**config.mk**
```make
export PLATFORM = sky130hd
export DESIGN_NAME = mem_stage_dmem_ctrl_flat
export DESIGN_NICKNAME = d
export VERILOG_FILES = /design/src/rtl/mem_stage_dmem_ctrl_pkg.sv /design/src/rtl/mem_stage_dmem_ctrl_if.sv /design/src/rtl/mem_stage_dmem_ctrl_load_align.sv /design/src/rtl/mem_stage_dmem_ctrl.sv /design/src/flat_wrapper.sv
export SDC_FILE = /design/constraint.sdc
export NUM_CORES = 1
export LEC_CHECK = 0
export ABC_AREA = 1
export CAP_MARGIN = 5
export CELL_PAD_IN_SITES_DETAIL_PLACEMENT = 0
export CELL_PAD_IN_SITES_GLOBAL_PLACEMENT = 1
export CORE_ASPECT_RATIO = 1.2
export CORE_MARGIN = 3
export CORE_UTILIZATION = 24
export DETAILED_ROUTE_END_ITERATION = 7
export PLACE_DENSITY = 0.67
export SKIP_CTS_REPAIR_TIMING = 1
export SLEW_MARGIN = 0
export SYNTH_ARGS = -nofsm -noshare
export SYNTH_HDL_FRONTEND = slang
export SYNTH_HIERARCHICAL = 1
export SYNTH_SLANG_ARGS = --single-unit
```
**constraint.sdc**
```tcl
create_clock -name clk -period 4.6 [get_ports clk]
set_clock_uncertainty 0.05 [all_clocks]
set_input_delay 0.92 -clock clk [delete_from_list [all_inputs] [get_ports clk]]
set_output_delay 0.92 -clock clk [all_outputs]
set_load 0.005 [all_outputs]
```
**src/rtl/mem_stage_dmem_ctrl_pkg.sv**
```systemverilog
// Shared definitions for the MEM-stage data-memory controller: access size codes,
// mem_op bit positions and FSM state encodings.
package dmem_pkg;

    localparam logic [1:0] SZ_BYTE = 2'b00;
    localparam logic [1:0] SZ_HALF = 2'b01;
    localparam logic [1:0] SZ_WORD = 2'b10;

    localparam int OP_STORE    = 3;
    localparam int OP_UNSIGNED = 2;

    localparam logic [1:0] S_IDLE   = 2'd0;
    localparam logic [1:0] S_ACCESS = 2'd1;
    localparam logic [1:0] S_DONE   = 2'd2;

    // The unused size code 11 behaves as a full word access.
    function automatic logic [1:0] norm_size(input logic [1:0] size);
        return (size == SZ_BYTE || size == SZ_HALF) ? size : SZ_WORD;
    endfunction

endpackage

```
**src/rtl/mem_stage_dmem_ctrl_if.sv**
```systemverilog
// Wait-state data-memory bus: the controller is the master, the memory the slave.
interface dmem_if;
    logic        dmem_req;
    logic        dmem_we;
    logic [31:0] dmem_addr;
    logic [31:0] dmem_wdata;
    logic [3:0]  dmem_be;
    logic        dmem_ready;
    logic [31:0] dmem_rdata;

    modport master (
        output dmem_req, dmem_we, dmem_addr, dmem_wdata, dmem_be,
        input  dmem_ready, dmem_rdata
    );

    modport slave (
        input  dmem_req, dmem_we, dmem_addr, dmem_wdata, dmem_be,
        output dmem_ready, dmem_rdata
    );
endinterface

```
**src/rtl/mem_stage_dmem_ctrl_load_align.sv**
```systemverilog
// Picks the addressed byte/half out of a raw read word and sign- or zero-extends it.
module dmem_load_align
    import dmem_pkg::*;
(
    input  logic [31:0] rdata,
    input  logic [1:0]  addr_lo,
    input  logic [1:0]  size,
    input  logic        is_unsigned,
    output logic [31:0] data
);
    logic [7:0]  byte_lane;
    logic [15:0] half_lane;

    always_comb begin
        byte_lane = rdata[{addr_lo, 3'b000} +: 8];
        half_lane = addr_lo[1] ? rdata[31:16] : rdata[15:0];
        case (size)
            SZ_BYTE: data = is_unsigned ? {24'h0, byte_lane} : {{24{byte_lane[7]}}, byte_lane};
            SZ_HALF: data = is_unsigned ? {16'h0, half_lane} : {{16{half_lane[15]}}, half_lane};
            default: data = rdata;
        endcase
    end
endmodule

```
**src/rtl/mem_stage_dmem_ctrl.sv**
```systemverilog
// MEM-stage data-memory controller: turns a pipeline load/store into a req/ready
// transaction, stalls until done, returns extended load data. Option: DMEM_MISALIGN_EXC_EN.
module mem_stage_dmem_ctrl
    import dmem_pkg::*;
#(
    parameter int TIMEOUT_CYCLES = 255
) (
    input  logic        clk,
    input  logic        reset,
    input  logic        mem_valid,
    input  logic [3:0]  mem_op,
    input  logic [31:0] mem_addr,
    input  logic [31:0] mem_wdata,
    output logic        mem_stall,
    output logic [31:0] mem_dmem_rdata,
    dmem_if.master      dmem,
    output logic        bus_err
`ifdef DMEM_MISALIGN_EXC_EN
    ,
    output logic        misalign_exc
`endif
);
    localparam logic [7:0] TIMEOUT_LIMIT = 8'(TIMEOUT_CYCLES - 1);

    logic [1:0]  state_q, state_d;
    logic [7:0]  cnt_q, cnt_d;
    logic        req_q, req_d;
    logic        we_q, we_d;
    logic [31:0] addr_q, addr_d;
    logic [31:0] wdata_q, wdata_d;
    logic [3:0]  be_q, be_d;
    logic [31:0] rdata_q, rdata_d;
    logic        bus_err_q, bus_err_d;
    logic [1:0]  size_q, size_d;
    logic        unsigned_q, unsigned_d;
    logic [1:0]  addr_lo_q, addr_lo_d;

    logic [1:0]  size_eff;
    logic [1:0]  addr_lo;
    logic        misaligned;
    logic [3:0]  st_be;
    logic [31:0] st_wdata;
    logic [31:0] ld_data;

    // Low address bits that the access actually uses; a half ignores addr[0], a word both.
    always_comb begin
        size_eff = norm_size(mem_op[1:0]);
        case (size_eff)
            SZ_BYTE: addr_lo = mem_addr[1:0];
            SZ_HALF: addr_lo = {mem_addr[1], 1'b0};
            default: addr_lo = 2'b00;
        endcase
`ifdef DMEM_MISALIGN_EXC_EN
        misaligned = (size_eff == SZ_HALF && mem_addr[0]) ||
                     (size_eff == SZ_WORD && mem_addr[1:0] != 2'b00);
`else
        misaligned = 1'b0;
`endif
        case (size_eff)
            SZ_BYTE: begin
                st_be    = 4'b0001 << addr_lo;
                st_wdata = {4{mem_wdata[7:0]}};
            end
            SZ_HALF: begin
                st_be    = addr_lo[1] ? 4'b1100 : 4'b0011;
                st_wdata = {2{mem_wdata[15:0]}};
            end
            default: begin
                st_be    = 4'b1111;
                st_wdata = mem_wdata;
            end
        endcase
    end

    dmem_load_align u_load_align (
        .rdata       (dmem.dmem_rdata),
        .addr_lo     (addr_lo_q),
        .size        (size_q),
        .is_unsigned (unsigned_q),
        .data        (ld_data)
    );

    always_comb begin
        state_d    = state_q;
        cnt_d      = cnt_q;
        req_d      = req_q;
        we_d       = we_q;
        addr_d     = addr_q;
        wdata_d    = wdata_q;
        be_d       = be_q;
        rdata_d    = rdata_q;
        bus_err_d  = 1'b0;
        size_d     = size_q;
        unsigned_d = unsigned_q;
        addr_lo_d  = addr_lo_q;
        case (state_q)
            S_IDLE: begin
                if (mem_valid && misaligned) begin
                    rdata_d = 32'h0;
                end else if (mem_valid) begin
                    state_d    = S_ACCESS;
                    cnt_d      = 8'h0;
                    req_d      = 1'b1;
                    we_d       = mem_op[OP_STORE];
                    addr_d     = {mem_addr[31:2], 2'b00};
                    wdata_d    = st_wdata;
                    be_d       = st_be;
                    size_d     = size_eff;
                    unsigned_d = mem_op[OP_UNSIGNED];
                    addr_lo_d  = addr_lo;
                end
            end
            S_ACCESS: begin
                if (dmem.dmem_ready || cnt_q >= TIMEOUT_LIMIT) begin
                    if (!dmem.dmem_ready) begin
                        bus_err_d = 1'b1;
                        rdata_d   = 32'h0;
                    end else if (!we_q) begin
                        rdata_d = ld_data;
                    end
                    state_d = S_DONE;
                    req_d   = 1'b0;
                    we_d    = 1'b0;
                    addr_d  = 32'h0;
                    wdata_d = 32'h0;
                    be_d    = 4'h0;
                end else if (cnt_q != 8'hFF) begin
                    cnt_d = cnt_q + 8'd1;
                end
            end
            default: state_d = S_IDLE;
        endcase
    end

    always_ff @(posedge clk or negedge reset) begin
        if (!reset) begin
            state_q    <= S_IDLE;
            cnt_q      <= 8'h0;
            req_q      <= 1'b0;
            we_q       <= 1'b0;
            addr_q     <= 32'h0;
            wdata_q    <= 32'h0;
            be_q       <= 4'h0;
            rdata_q    <= 32'h0;
            bus_err_q  <= 1'b0;
            size_q     <= 2'b00;
            unsigned_q <= 1'b0;
            addr_lo_q  <= 2'b00;
        end else begin
            state_q    <= state_d;
            cnt_q      <= cnt_d;
            req_q      <= req_d;
            we_q       <= we_d;
            addr_q     <= addr_d;
            wdata_q    <= wdata_d;
            be_q       <= be_d;
            rdata_q    <= rdata_d;
            bus_err_q  <= bus_err_d;
            size_q     <= size_d;
            unsigned_q <= unsigned_d;
            addr_lo_q  <= addr_lo_d;
        end
    end

    // Reset gates the stall so a held mem_valid cannot freeze the pipeline during reset.
    assign mem_stall = reset && ((state_q == S_IDLE && mem_valid && !misaligned) ||
                                 state_q == S_ACCESS);
`ifdef DMEM_MISALIGN_EXC_EN
    assign misalign_exc = reset && state_q == S_IDLE && mem_valid && misaligned;
`endif

    assign mem_dmem_rdata  = rdata_q;
    assign bus_err         = bus_err_q;
    assign dmem.dmem_req   = req_q;
    assign dmem.dmem_we    = we_q;
    assign dmem.dmem_addr  = addr_q;
    assign dmem.dmem_wdata = wdata_q;
    assign dmem.dmem_be    = be_q;
endmodule

```
**src/flat_wrapper.sv**
```systemverilog
// flat-port wrapper written by rule: the top's interface ports become plain ports
module mem_stage_dmem_ctrl_flat import dmem_pkg::*;
#(
    parameter int TIMEOUT_CYCLES = 255
)
  (clk, reset, mem_valid, mem_op, mem_addr, mem_wdata, mem_stall, mem_dmem_rdata, bus_err, dmem_dmem_req, dmem_dmem_we, dmem_dmem_addr, dmem_dmem_wdata, dmem_dmem_be, dmem_dmem_ready, dmem_dmem_rdata);
  dmem_if dmem_i ();
  input  logic clk;
  input  logic reset;
  input  logic mem_valid;
  input  logic [3:0] mem_op;
  input  logic [31:0] mem_addr;
  input  logic [31:0] mem_wdata;
  output logic mem_stall;
  output logic [31:0] mem_dmem_rdata;
  output logic bus_err;
  output wire logic [$bits(dmem_i.dmem_req)-1:0] dmem_dmem_req;
  output wire logic [$bits(dmem_i.dmem_we)-1:0] dmem_dmem_we;
  output wire logic [$bits(dmem_i.dmem_addr)-1:0] dmem_dmem_addr;
  output wire logic [$bits(dmem_i.dmem_wdata)-1:0] dmem_dmem_wdata;
  output wire logic [$bits(dmem_i.dmem_be)-1:0] dmem_dmem_be;
  input wire logic [$bits(dmem_i.dmem_ready)-1:0] dmem_dmem_ready;
  input wire logic [$bits(dmem_i.dmem_rdata)-1:0] dmem_dmem_rdata;
  assign dmem_dmem_req = dmem_i.dmem_req;
  assign dmem_dmem_we = dmem_i.dmem_we;
  assign dmem_dmem_addr = dmem_i.dmem_addr;
  assign dmem_dmem_wdata = dmem_i.dmem_wdata;
  assign dmem_dmem_be = dmem_i.dmem_be;
  assign dmem_i.dmem_ready = dmem_dmem_ready;
  assign dmem_i.dmem_rdata = dmem_dmem_rdata;
  mem_stage_dmem_ctrl #(.TIMEOUT_CYCLES(TIMEOUT_CYCLES)) u_core (.clk(clk), .reset(reset), .mem_valid(mem_valid), .mem_op(mem_op), .mem_addr(mem_addr), .mem_wdata(mem_wdata), .mem_stall(mem_stall), .mem_dmem_rdata(mem_dmem_rdata), .dmem(dmem_i), .bus_err(bus_err));
endmodule
```
* After elaboration in Yosys (flattened, before gate mapping)
Index checks and enable logic that the tools add are counted.
Widths: inputs -> output; s select.
** Storage, ports and cells
- Register bits after elaboration :: 118
- Output and inout bits :: 104
** Operators by class
- $add $sub $neg :: 1
- Magnitude comparators :: 1
- Equality and inequality tests :: 10
- Shift-type cells :: 2
- Multiplexer cells :: 34
- Reductions and logical operators :: 15
** Operator list (number)
- $pmux 32 s2 :: 4
- $mux 32 :: 7
- $shiftx 32x6->8 :: 1
- $mux 8 :: 3
- $mux 16 :: 1
- $pmux 4 s2 :: 2
- $pmux 8 s2 :: 1
- $mux 4 :: 3
- $add 8x1->8 const B :: 1
- $eq 2x1->1 const B :: 4
- $ge 8x8->1 const B :: 1
- $logic_not 2->1 :: 4
- $ne 8x8->1 const B :: 1
- $pmux 2 s2 :: 2
- $mux 1 :: 6
- $mux 2 :: 3
- $ne 2x2->1 const B :: 3
- $reduce_and 3->1 :: 2
- $ne 2x1->1 const B :: 2
- $pmux 1 s2 :: 2
- $reduce_and 2->1 :: 2
- $reduce_and 4->1 :: 1
- $shl 1x2->4 const A :: 1
- $logic_or 1x1->1 :: 3
- other kinds (2) :: 3

* Longest topological paths before layout
Gate-level depths: netlist (run 1).
- Depth after elaboration :: 9
- Mapped depth :: 11
- Mapped depth without buffers :: 10

* Modules after synthesis
Netlist (run 1), hierarchy kept.
** Modules (own cells, without submodules)
- mem_stage_dmem_ctrl :: instances 1, cells an instance 593, area an instance 4989.8 um2
- dmem_load_align :: instances 1, cells an instance 154, area an instance 920.9 um2

* Least setup slack after synthesis (run 1)
Ideal clock, no wire load.
- Path kind :: input port to output port
- Start point :: input mem_valid
- End point :: output mem_stall
- Data arrival time :: 1167 ps
- Data required time :: 3630 ps
- Setup slack :: 2463 ps
- Stages :: 2
- Cell sequence :: nand2_1 > a21boi_0
** Between the ends
- Cells in the longest elaborated chain, start to end :: 3
** Ends and longest elaborated chain
- start, declared :: line flat_wrapper.sv:10 : input logic mem_valid;
- $logic_and 1x1->1 :: line mem_stage_dmem_ctrl.sv:166 : assign mem_stall = reset && ((state_q == S_IDLE && mem_valid && !misaligned) ||
- $logic_or 1x1->1 :: line mem_stage_dmem_ctrl.sv:166
- $logic_and 1x1->1 :: line mem_stage_dmem_ctrl.sv:166
- end, declared :: line flat_wrapper.sv:14 : output logic mem_stall;
Every way passes these cells.

* Worst setup path after layout (run 1)
Same ends and word-level chain as after synthesis.

==> results of run 1 <==
[sequential cells by signal, indices dropped and copies added, names as in the netlist, 2 cells and up]
signal and flops:
u_core/addr_lo_q 2, u_core/dmem.dmem_wdata 32, u_core/state_q 2, u_core/cnt_q 8, u_core/dmem.dmem_addr 30, u_core/size_q 2
u_core/mem_dmem_rdata 32, u_core/dmem.dmem_be 4
[synth_stat cells, types with 2 or more instances]
master | n | share of area
buf_6 | 11 | 0.021
inv_1 | 23 | 0.015
o21ai_0 | 12 | 0.010
dfrtp_1 | 116 | 0.49
nand2_4 | 4 | 0.0076
o211ai_1 | 16 | 0.020
o221ai_1 | 8 | 0.012
or2_1 | 3 | 0.0032
nor2_4 | 2 | 0.0038
nor2_1 | 24 | 0.015
and2_0 | 3 | 0.0032
buf_4 | 3 | 0.0038
nand2_2 | 10 | 0.011
clkbuf_1 | 18 | 0.011
inv_2 | 2 | 0.0013
buf_2 | 5 | 0.0042
ha_1 | 2 | 0.0042
and2_4 | 3 | 0.0044
o21ai_1 | 32 | 0.027
o21bai_1 | 2 | 0.0025
nand3_2 | 18 | 0.030
or2_2 | 5 | 0.0053
buf_12 | 3 | 0.010
nand2_1 | 382 | 0.24
a21oi_1 | 9 | 0.0076
nand3_1 | 17 | 0.014
[layout by cell type, fill, tap and decap left out, types with 3 or more instances in the layout]
cell / count
bufinv_16: 3
o221ai_1: 8
and2_0: 3
nand2_1: 382
nand2_4: 4
clkinv_2: 3
a21oi_1: 9
clkdlybuf4s50_1: 204
dfrtp_1: 116
nand3_2: 18
inv_1: 23
nor2_1: 24
or2_1: 3
o21ai_0: 12
o211ai_1: 16
o21ai_1: 32
clkbuf_16: 17
buf_4: 9
or2_2: 5
nand2_2: 10
nand3_1: 17
and2_4: 3
[stage by stage]
step	setup slack [ns]	total power [mW]	cells
2_1_floorplan	2.46	2.59	748
3_3_place_gp	1.49	3.68	1241
3_5_place_dp	1.47	3.68	1241
4_1_cts	1.47	5.10	1272
5_1_grt	1.40	5.38	1272
6_report	1.47	5.00	1272
[path summary, 6_finish.rpt]
| kind | from | to | cells past startpoint |
|---|---|---|---|
| setup / recovery | mem_valid | mem_stall | 4 |
| hold / removal | u_core/dmem.dmem_wdata[16]$_DFFE_PN0P_ | u_core/dmem.dmem_wdata[16]$_DFFE_PN0P_ | 2 |
| setup reg to reg | u_core/state_q[0]$_DFFE_PN0P_ | u_core/dmem.dmem_wdata[31]$_DFFE_PN0P_ | 6 |
| hold reg to reg | u_core/dmem.dmem_wdata[16]$_DFFE_PN0P_ | u_core/dmem.dmem_wdata[16]$_DFFE_PN0P_ | 2 |
| max in group asynchronous | reset | u_core/dmem.dmem_wdata[7]$_DFFE_PN0P_ | 3 |
| min in group asynchronous | reset | u_core/mem_dmem_rdata[31]$_DFFE_PN0P_ | 2 |
[metal layers]
metal | vias up | share of wire | track usage
met5 | - | 0 | 0
met4 | 0 | 0.0096 | 0.0370
met3 | 10 | 0.087 | 0.0554
met2 | 190 | 0.46 | 0.237
met1 | 2579 | 0.45 | 0.194
li1 | 2742 | - | -
[final cells by class]
| cell class | count | area share |
|---|---|---|
| well taps | 320 | 0.0459 |
| clock inverters | 12 | 0.0178 |
| flip-flops and latches | 116 | 0.332 |
| multi-input cells | 564 | 0.298 |
| inverters | 28 | 0.0132 |
| repair buffers | 213 | 0.242 |
| clock buffers | 19 | 0.0507 |
[power by group through the flow]
stage	combinational [mW]	sequential [mW]	clock, mW
finish	1.98	1.65	1.37
CTS	2.03	1.65	1.41
global placement	2.03	1.65	0
detailed placement	2.03	1.66	0
floorplan	0.943	1.65	0
global route	2.21	1.70	1.46
[cells by family (layout without fill, tap and decap cells)]
logic type,count (synthesis),after routing,share of synthesized area
xor gates and xnor gates,1,1,0.00148
DFF,116,116,0.491
and+or+nand+nor,477,477,0.349
adders and majority gates,2,2,0.00423
AOI/OAI and AO/OA,82,82,0.0836
buffers and inverters,68,272,0.0701
other,1,2,0.000634
[critical path, cell delays in order]
cell	delay, ns
clkdlybuf4s50_1	0.48
nand2_1	0.07
a21boi_0	0.17
clkdlybuf4s50_1	0.53
==> flow_metrics.env, run 1 <==
export IMPL_start_kind="input port"
export IMPL_hold_ws_ns=0.419
export IMPL_synth_edf_count=0
export IMPL_routabilityCongestion=0.841
export IMPL_grt_antenna_before_repair=0
export IMPL_ys_seq_area_frac=0.491
export IMPL_cp_max_fo=2
export IMPL_synthArstFlopShare=1.00
export IMPL_ys_warn_count=6
export IMPL_antennaDiodeCount=0
export IMPL_power_switching_share=0.341
export IMPL_ys_seq_elements=116
export IMPL_cts_tree="yes"
export IMPL_clk_path_buf_depth=2
export IMPL_cts_buffers=17
export IMPL_rsz0062_at_grt="no"
export IMPL_seq_power_share=0.329
export IMPL_grt_pass1_wl_um=30900
export IMPL_power_per_cell_area_mw_per_mm2=573
export IMPL_hold_violations=0
export IMPL_fmax_mhz=320
export IMPL_clock_sinks=116
export IMPL_grt_overflow_total=0
export IMPL_synth_cell_types=40
export IMPL_routed_wl_um=19800
export IMPL_final_setup_tns_ns=0
export IMPL_max_slew_margin_rel=0.290
export IMPL_n_fill_cell=2575
export IMPL_first_iter_violations=234
export IMPL_switchingPower_mw=1.70
export IMPL_design_die_area_sq_mm=0.0266
export IMPL_cap_violations=0
export IMPL_globalRouteTotalUtil=0.149
export IMPL_peakVddDrop_mv=0.255
export IMPL_setup_viol=0
export IMPL_cp_end_kind="output pin"
export IMPL_final_layout_size_suffix_gt1_frac=0.0924
export IMPL_syn_area_sq_mm=0.00591
export IMPL_worstPathRequired_ns=3.63
export IMPL_routedWlPerCell_um=15.6
export IMPL_clk_latency_ns=0.41
export IMPL_num_io_pins=208
export IMPL_intPower_mw=3.30
export IMPL_drc_errors=0
export IMPL_avgSynthCellArea_sq_um=7.91
export IMPL_syn_to_final_growth_pct=47.7
export IMPL_hold_class="reg -> reg"
export IMPL_crit_type="in -> out"
export IMPL_start_util=0.246
export IMPL_period_needed_ns=3.13
export IMPL_power_frac_clock=0.274
export IMPL_vias_per_cell=4.34
export IMPL_grt_max_degree=65
export IMPL_placed_cell_area_sq_mm=0.00813
export IMPL_p_leak_nw=4.13
export IMPL_slew_viol_final=0
export IMPL_htree_num_levels=4
export IMPL_core_sq_mm=0.0240
export IMPL_arrival_ns=2.16
export IMPL_grt_pass1_vias=5527
export IMPL_rrSetupSlack_ns=2.21
export IMPL_outcome="completed"
export IMPL_hpwl_um=13900
export IMPL_die_h_um=178
export IMPL_fin_nets=1046
export IMPL_core_rowCount=62
export IMPL_post_route_period_util=0.680
export IMPL_die_x_um=149
export IMPL_clk_pin_slew_worst_paths_ns=0.06
export IMPL_register_area_sq_mm=0.00290
export IMPL_ys_flop_type="dfrtp_1"
export IMPL_comb_power_share=0.397
export IMPL_design_area_sq_mm=0.00873
export IMPL_firstDrtPassIters=4
export IMPL_vias=5521
export IMPL_multi_input_comb_area_sq_mm=0.00261
export IMPL_worst_slew_pin_slew_ns=1.06
export IMPL_finish_utilization=0.363
export IMPL_synth_cells=747
export IMPL_root_buffer="clkbuf_16"
export IMPL_place_port_buffers=205
export IMPL_antenna_left=0
(Power assumes the default switching activity.)
==> inputs of run 2 (changes only) <==
--- a/config.mk
+++ b/config.mk
@@ -13,7 +13,7 @@
 export CORE_MARGIN = 3
 export CORE_UTILIZATION = 24
 export DETAILED_ROUTE_END_ITERATION = 7
-export PLACE_DENSITY = 0.67
+export PLACE_DENSITY = 0.69
 export SKIP_CTS_REPAIR_TIMING = 1
 export SLEW_MARGIN = 0
 export SYNTH_ARGS = -nofsm -noshare
==> constraint.sdc (replaced) <==
create_clock -name clk -period 2.8 [get_ports clk]
set_clock_uncertainty 0.05 [all_clocks]
set_input_delay 0.56 -clock clk [delete_from_list [all_inputs] [get_ports clk]]
set_output_delay 0.56 -clock clk [all_outputs]
set_load 0.005 [all_outputs]
==> run 2 against run 1 <==
  * Clock power up 61%
  * Critical path depth unchanged
  * Cell area increased by 0.76%
  * Cell count rose by 0.39%
  * Sequential cell count stayed put
  * Critical endpoint unchanged
==> flow_metrics.env, run 2 (synthesized netlist as in run 1, its figures left out) <==
export IMPL_power_per_cell_area_mw_per_mm2=930
export IMPL_slew_viol_final=0
export IMPL_clk_latency_ns=0.41
export IMPL_slowest_delay_ns=0.52
export IMPL_first_iter_violations=245
export IMPL_hold_ws_ns=0.146
export IMPL_peakVddDrop_mv=0.418
export IMPL_syn_to_final_growth_pct=48.8
export IMPL_start_kind="input port"
export IMPL_cp_max_fo=2
export IMPL_grt_pass1_wl_um=30500
export IMPL_final_setup_tns_ns=0
export IMPL_grt_overflow_total=0
export IMPL_dp_cells=1246
export IMPL_cap_violations=0
export IMPL_antenna_left=0
export IMPL_n_fill_cell=2518
export IMPL_top_layer_used="met4"
export IMPL_final_layout_size_suffix_gt1_frac=0.0982
export IMPL_crit_type="in -> out"
export IMPL_worst_slew_pin_slew_ns=0.753
export IMPL_path_common_cell="clkdlybuf4s50_1"
export IMPL_vias_per_cell=4.32
export IMPL_power_total_mw=8.18
export IMPL_seq_power_share=0.328
export IMPL_design_die_area_sq_mm=0.0266
export IMPL_firstDrtPassIters=5
export IMPL_intPower_mw=5.36
export IMPL_p_leak_nw=4.15
export IMPL_rsz0062_at_grt="no"
export IMPL_routed_wl_um=19300
export IMPL_hold_violations=0
export IMPL_met1_length_um=8460
export IMPL_rr_startpoint="u_core/cnt_q[0]$_DFFE_PN0P_"
export IMPL_place_port_buffers=205
export IMPL_root_buffer="clkbuf_16"
export IMPL_comb_power_share=0.403
export IMPL_period_needed_ns=2.41
export IMPL_power_frac_clock=0.270
export IMPL_reg2regPathDepth=10
export IMPL_routedWlPerCell_um=15.1
export IMPL_power_switching_share=0.344
export IMPL_worstPathRequired_ns=2.19
export IMPL_outcome="completed"
export IMPL_htree_num_levels=4
export IMPL_num_io_pins=208
export IMPL_critPathSlowestCell="clkdlybuf4s50_1"
export IMPL_setup_viol=0
export IMPL_start_util=0.246
export IMPL_layout_commonest_cell="nand2_1"
export IMPL_clk_path_buf_depth=2
export IMPL_arrival_ns=1.80
export IMPL_max_slew_margin_rel=0.498
export IMPL_placed_cell_area_sq_mm=0.00821
export IMPL_design_area_sq_mm=0.00880
export IMPL_finish_utilization=0.366
export IMPL_r2r_end="u_core/mem_dmem_rdata[14]$_DFFE_PN0P_"
export IMPL_dp_slack_ns=0.387
export IMPL_switchingPower_mw=2.81
export IMPL_die_x_um=149
export IMPL_cp_end_kind="output pin"
export IMPL_drc_errors=0
export IMPL_routabilityCongestion=0.854
export IMPL_die_h_um=178
export IMPL_fmax_mhz=415
export IMPL_globalRouteTotalUtil=0.147
export IMPL_grt_antenna_before_repair=0
export IMPL_wl_met3_um=1770
export IMPL_core_sq_mm=0.0240
export IMPL_setup_slack_ns=0.392
export IMPL_grt_max_degree=117
export IMPL_critical_path_cell_chain="clkdlybuf4s50_1, nand2_1, a21boi_0, clkdlybuf4s50_1"
export IMPL_hpwl_um=13500
export IMPL_antennaDiodeCount=0
export IMPL_final_cells=1277
export IMPL_rrSetupSlack_ns=0.95
export IMPL_final_cell_mix="nand2_1 (382), clkdlybuf4s50_1 (204), dfrtp_1 (116)"
export IMPL_clock_sinks=116
export IMPL_clk_pin_slew_worst_paths_ns=0.06
export IMPL_post_route_period_util=0.860
export IMPL_core_rowCount=62
export IMPL_cts_buffers=17
export IMPL_hold_class="in -> async"
export IMPL_grt_pass1_vias=5592
export IMPL_vias=5518
export IMPL_met2_length_um=8760
export IMPL_cts_tree="yes"
export IMPL_fin_nets=1051
run 2: cell count changes in the layout (fill, tap and decap cells not counted), sizes merged:
cell / change
bufinv: -1
clkbuf: -1
clkinv: -2
clkinvlp: +3
buf: +5
inv: +1
run 2: per-layer routing:
layer / track usage / vias to the layer above
li1: - / 2762
met1: 0.185 / 2538
met2: 0.234 / 203
met3: 0.0559 / 15
met4: 0.0439 / 0
met5: 0 / -
run 2: power groups by stage:
stage	Clock (mW)	Combinational [mW]	Sequential [mW]
5_1_grt	2.36	3.66	2.78
6_report	2.20	3.29	2.68
2_1_floorplan	0	1.55	2.70
3_5_place_dp	0	3.36	2.70
4_1_cts	2.28	3.37	2.69
3_3_place_gp	0	3.35	2.70
run 2: cell type report:
type / instances / area [sq um] / share of cell area
clock buffer: 18 / 439 / 0.0499
clock inverter: 13 / 150 / 0.0171
inverter: 28 / 115 / 0.0131
multi-input combinational: 564 / 2610 / 0.296
sequential: 116 / 2900 / 0.330
tap: 320 / 400 / 0.0455
timing repair buffer: 218 / 2180 / 0.248
run 2: critical path, delay by kind of cell:
kind / cells / cell delay, ns
and+or+nand+nor: 1 / 0.07
AOI/OAI and AO/OA: 1 / 0.16
buffers and inverters: 2 / 1.01
run 2: worst max-delay path by stage:
stage	startpoint	end	slack, ns
2_1_floorplan	dmem_dmem_ready	u_core/dmem.dmem_wdata[24]$_DFFE_PN0P_	1.23
3_3_place_gp	mem_valid	mem_stall	0.39
3_5_place_dp	mem_valid	mem_stall	0.39
4_1_cts	mem_valid	mem_stall	0.38
5_1_grt	mem_valid	mem_stall	0.25
6_report	mem_valid	mem_stall	0.39
==> inputs of run 3 (changes only) <==
--- a/config.mk
+++ b/config.mk
@@ -7,13 +7,11 @@
 export LEC_CHECK = 0
 export ABC_AREA = 1
 export CAP_MARGIN = 5
-export CELL_PAD_IN_SITES_DETAIL_PLACEMENT = 0
-export CELL_PAD_IN_SITES_GLOBAL_PLACEMENT = 1
 export CORE_ASPECT_RATIO = 1.2
 export CORE_MARGIN = 3
 export CORE_UTILIZATION = 24
 export DETAILED_ROUTE_END_ITERATION = 7
-export PLACE_DENSITY = 0.69
+export PLACE_DENSITY = 0.54
 export SKIP_CTS_REPAIR_TIMING = 1
 export SLEW_MARGIN = 0
 export SYNTH_ARGS = -nofsm -noshare
==> run 3 against run 2 <==
  * Combinational power decreased by 1%
  * Sequential share of layout area increased by 0.071 points
  * Cell area decreased by 0.21%
  * Core utilization decreased by 0.078 points
  * Clock power decreased by 2%
  * Worst setup slack improved by 0.0085 ns
  * First-iteration DRC count increased by 0.82%
  * Count of clock-buffer cells in the layout unchanged
==> flow_metrics.env, run 3 (synthesized netlist as in run 1, its figures left out) <==
export IMPL_first_iter_violations=247
export IMPL_finish_utilization=0.365
export IMPL_hpwl_um=13100
export IMPL_clk_path_buf_depth=2
export IMPL_period_needed_ns=2.40
export IMPL_die_x_um=149
export IMPL_routedWlPerCell_um=14.8
export IMPL_setup_slack_ns=0.401
export IMPL_hold_class="in -> async"
export IMPL_grt_max_degree=117
export IMPL_syn_to_final_growth_pct=48.5
export IMPL_vias_per_cell=4.27
export IMPL_grt_antenna_before_repair=0
export IMPL_vias=5455
export IMPL_final_setup_tns_ns=0
export IMPL_outcome="completed"
export IMPL_hold_violations=0
export IMPL_cts_buffers=17
export IMPL_clk_pin_slew_worst_paths_ns=0.05
export IMPL_grt_pass1_wl_um=30400
export IMPL_cp_end_kind="output pin"
export IMPL_final_cell_mix="nand2_1 (382), clkdlybuf4s50_1 (204), dfrtp_1 (116)"
export IMPL_post_route_period_util=0.857
export IMPL_design_area_sq_mm=0.00878
export IMPL_placed_cell_area_sq_mm=0.00820
export IMPL_globalRouteTotalUtil=0.146
export IMPL_antenna_left=0
export IMPL_drc_errors=0
export IMPL_arrival_ns=1.79
export IMPL_cp_max_fo=2
export IMPL_peakVddDrop_mv=0.394
export IMPL_hold_ws_ns=0.212
export IMPL_clk_latency_ns=0.40
export IMPL_core_sq_mm=0.0240
export IMPL_slew_viol_final=0
export IMPL_core_rowCount=62
export IMPL_layout_commonest_cell="nand2_1"
export IMPL_crit_type="in -> out"
export IMPL_fmax_mhz=417
export IMPL_rrSetupSlack_ns=0.97
export IMPL_die_h_um=178
export IMPL_rsz0062_at_grt="no"
export IMPL_n_fill_cell=2527
export IMPL_cts_tree="yes"
export IMPL_place_port_buffers=205
export IMPL_worstPathRequired_ns=2.19
export IMPL_final_layout_size_suffix_gt1_frac=0.0982
export IMPL_grt_overflow_total=0
export IMPL_clock_sinks=116
export IMPL_start_util=0.246
export IMPL_routabilityCongestion=0.808
export IMPL_fin_nets=1050
export IMPL_grt_pass1_vias=5544
export IMPL_htree_num_levels=4
export IMPL_num_io_pins=208
export IMPL_design_die_area_sq_mm=0.0266
export IMPL_dp_slack_ns=0.400
export IMPL_root_buffer="clkbuf_16"
export IMPL_worst_slew_pin_slew_ns=0.695
export IMPL_setup_viol=0
export IMPL_cap_violations=0
export IMPL_routed_wl_um=19000
export IMPL_power_per_cell_area_mw_per_mm2=924
export IMPL_max_slew_margin_rel=0.537
export IMPL_firstDrtPassIters=5
export IMPL_antennaDiodeCount=0
export IMPL_p_leak_nw=4.15
export IMPL_start_kind="input port"
run 3: cell type report:
| cell class | instances | area (sq um) | area share |
|---|---|---|---|
| clock buffers | 18 | 439 | 0.0500 |
| multi-input cells | 564 | 2610 | 0.297 |
| repair buffers | 217 | 2180 | 0.248 |
| well taps | 320 | 400 | 0.0456 |
| flip-flops and latches | 116 | 2900 | 0.331 |
| inverters | 28 | 115 | 0.0131 |
| clock inverters | 14 | 139 | 0.0158 |
run 3: power breakdown:
group | total (mW) | internal [mW] | leakage (nW) | switching, mW
clock network | 2.16 | 1.27 | 0.272 | 0.893
registers | 2.70 | 2.30 | 1.50 | 0.396
logic | 3.25 | 1.72 | 2.38 | 1.53
run 3: worst paths after layout:
kind / start / to / cells past startpoint
max in group asynchronous: reset / u_core/dmem.dmem_wdata[3]$_DFFE_PN0P_ / 2
max reg2reg: u_core/addr_lo_q[1]$_DFFE_PN0P_ / u_core/mem_dmem_rdata[13]$_DFFE_PN0P_ / 9
min in group clk: u_core/dmem.dmem_addr[21]$_DFFE_PN0P_ / u_core/dmem.dmem_addr[21]$_DFFE_PN0P_ / 2
max: mem_valid / mem_stall / 4
min reg2reg: u_core/dmem.dmem_addr[21]$_DFFE_PN0P_ / u_core/dmem.dmem_addr[21]$_DFFE_PN0P_ / 2
min: reset / u_core/mem_dmem_rdata[5]$_DFFE_PN0P_ / 2
run 3: through the flow:
step	instances	power, mW
after global routing	1277	8.78
after global placement	1245	6.03
after floorplan	748	4.25
after CTS	1277	8.29
final	1277	8.11
after detailed placement	1245	6.04
run 3: per-layer routing:
metal  part of all wire  global-route usage  vias up
met5                  0                   0        -
met4             0.0088              0.0359        0
met2               0.47               0.238      182
met1               0.43               0.181     2511
li1                   -                   -     2754
met3              0.090              0.0567        8
run 3: worst max-delay path, stage by stage:
cell and delay [ns]:
clkdlybuf4s50_1 0.48, nand2_1 0.06, a21boi_0 0.17, clkdlybuf4s50_1 0.52
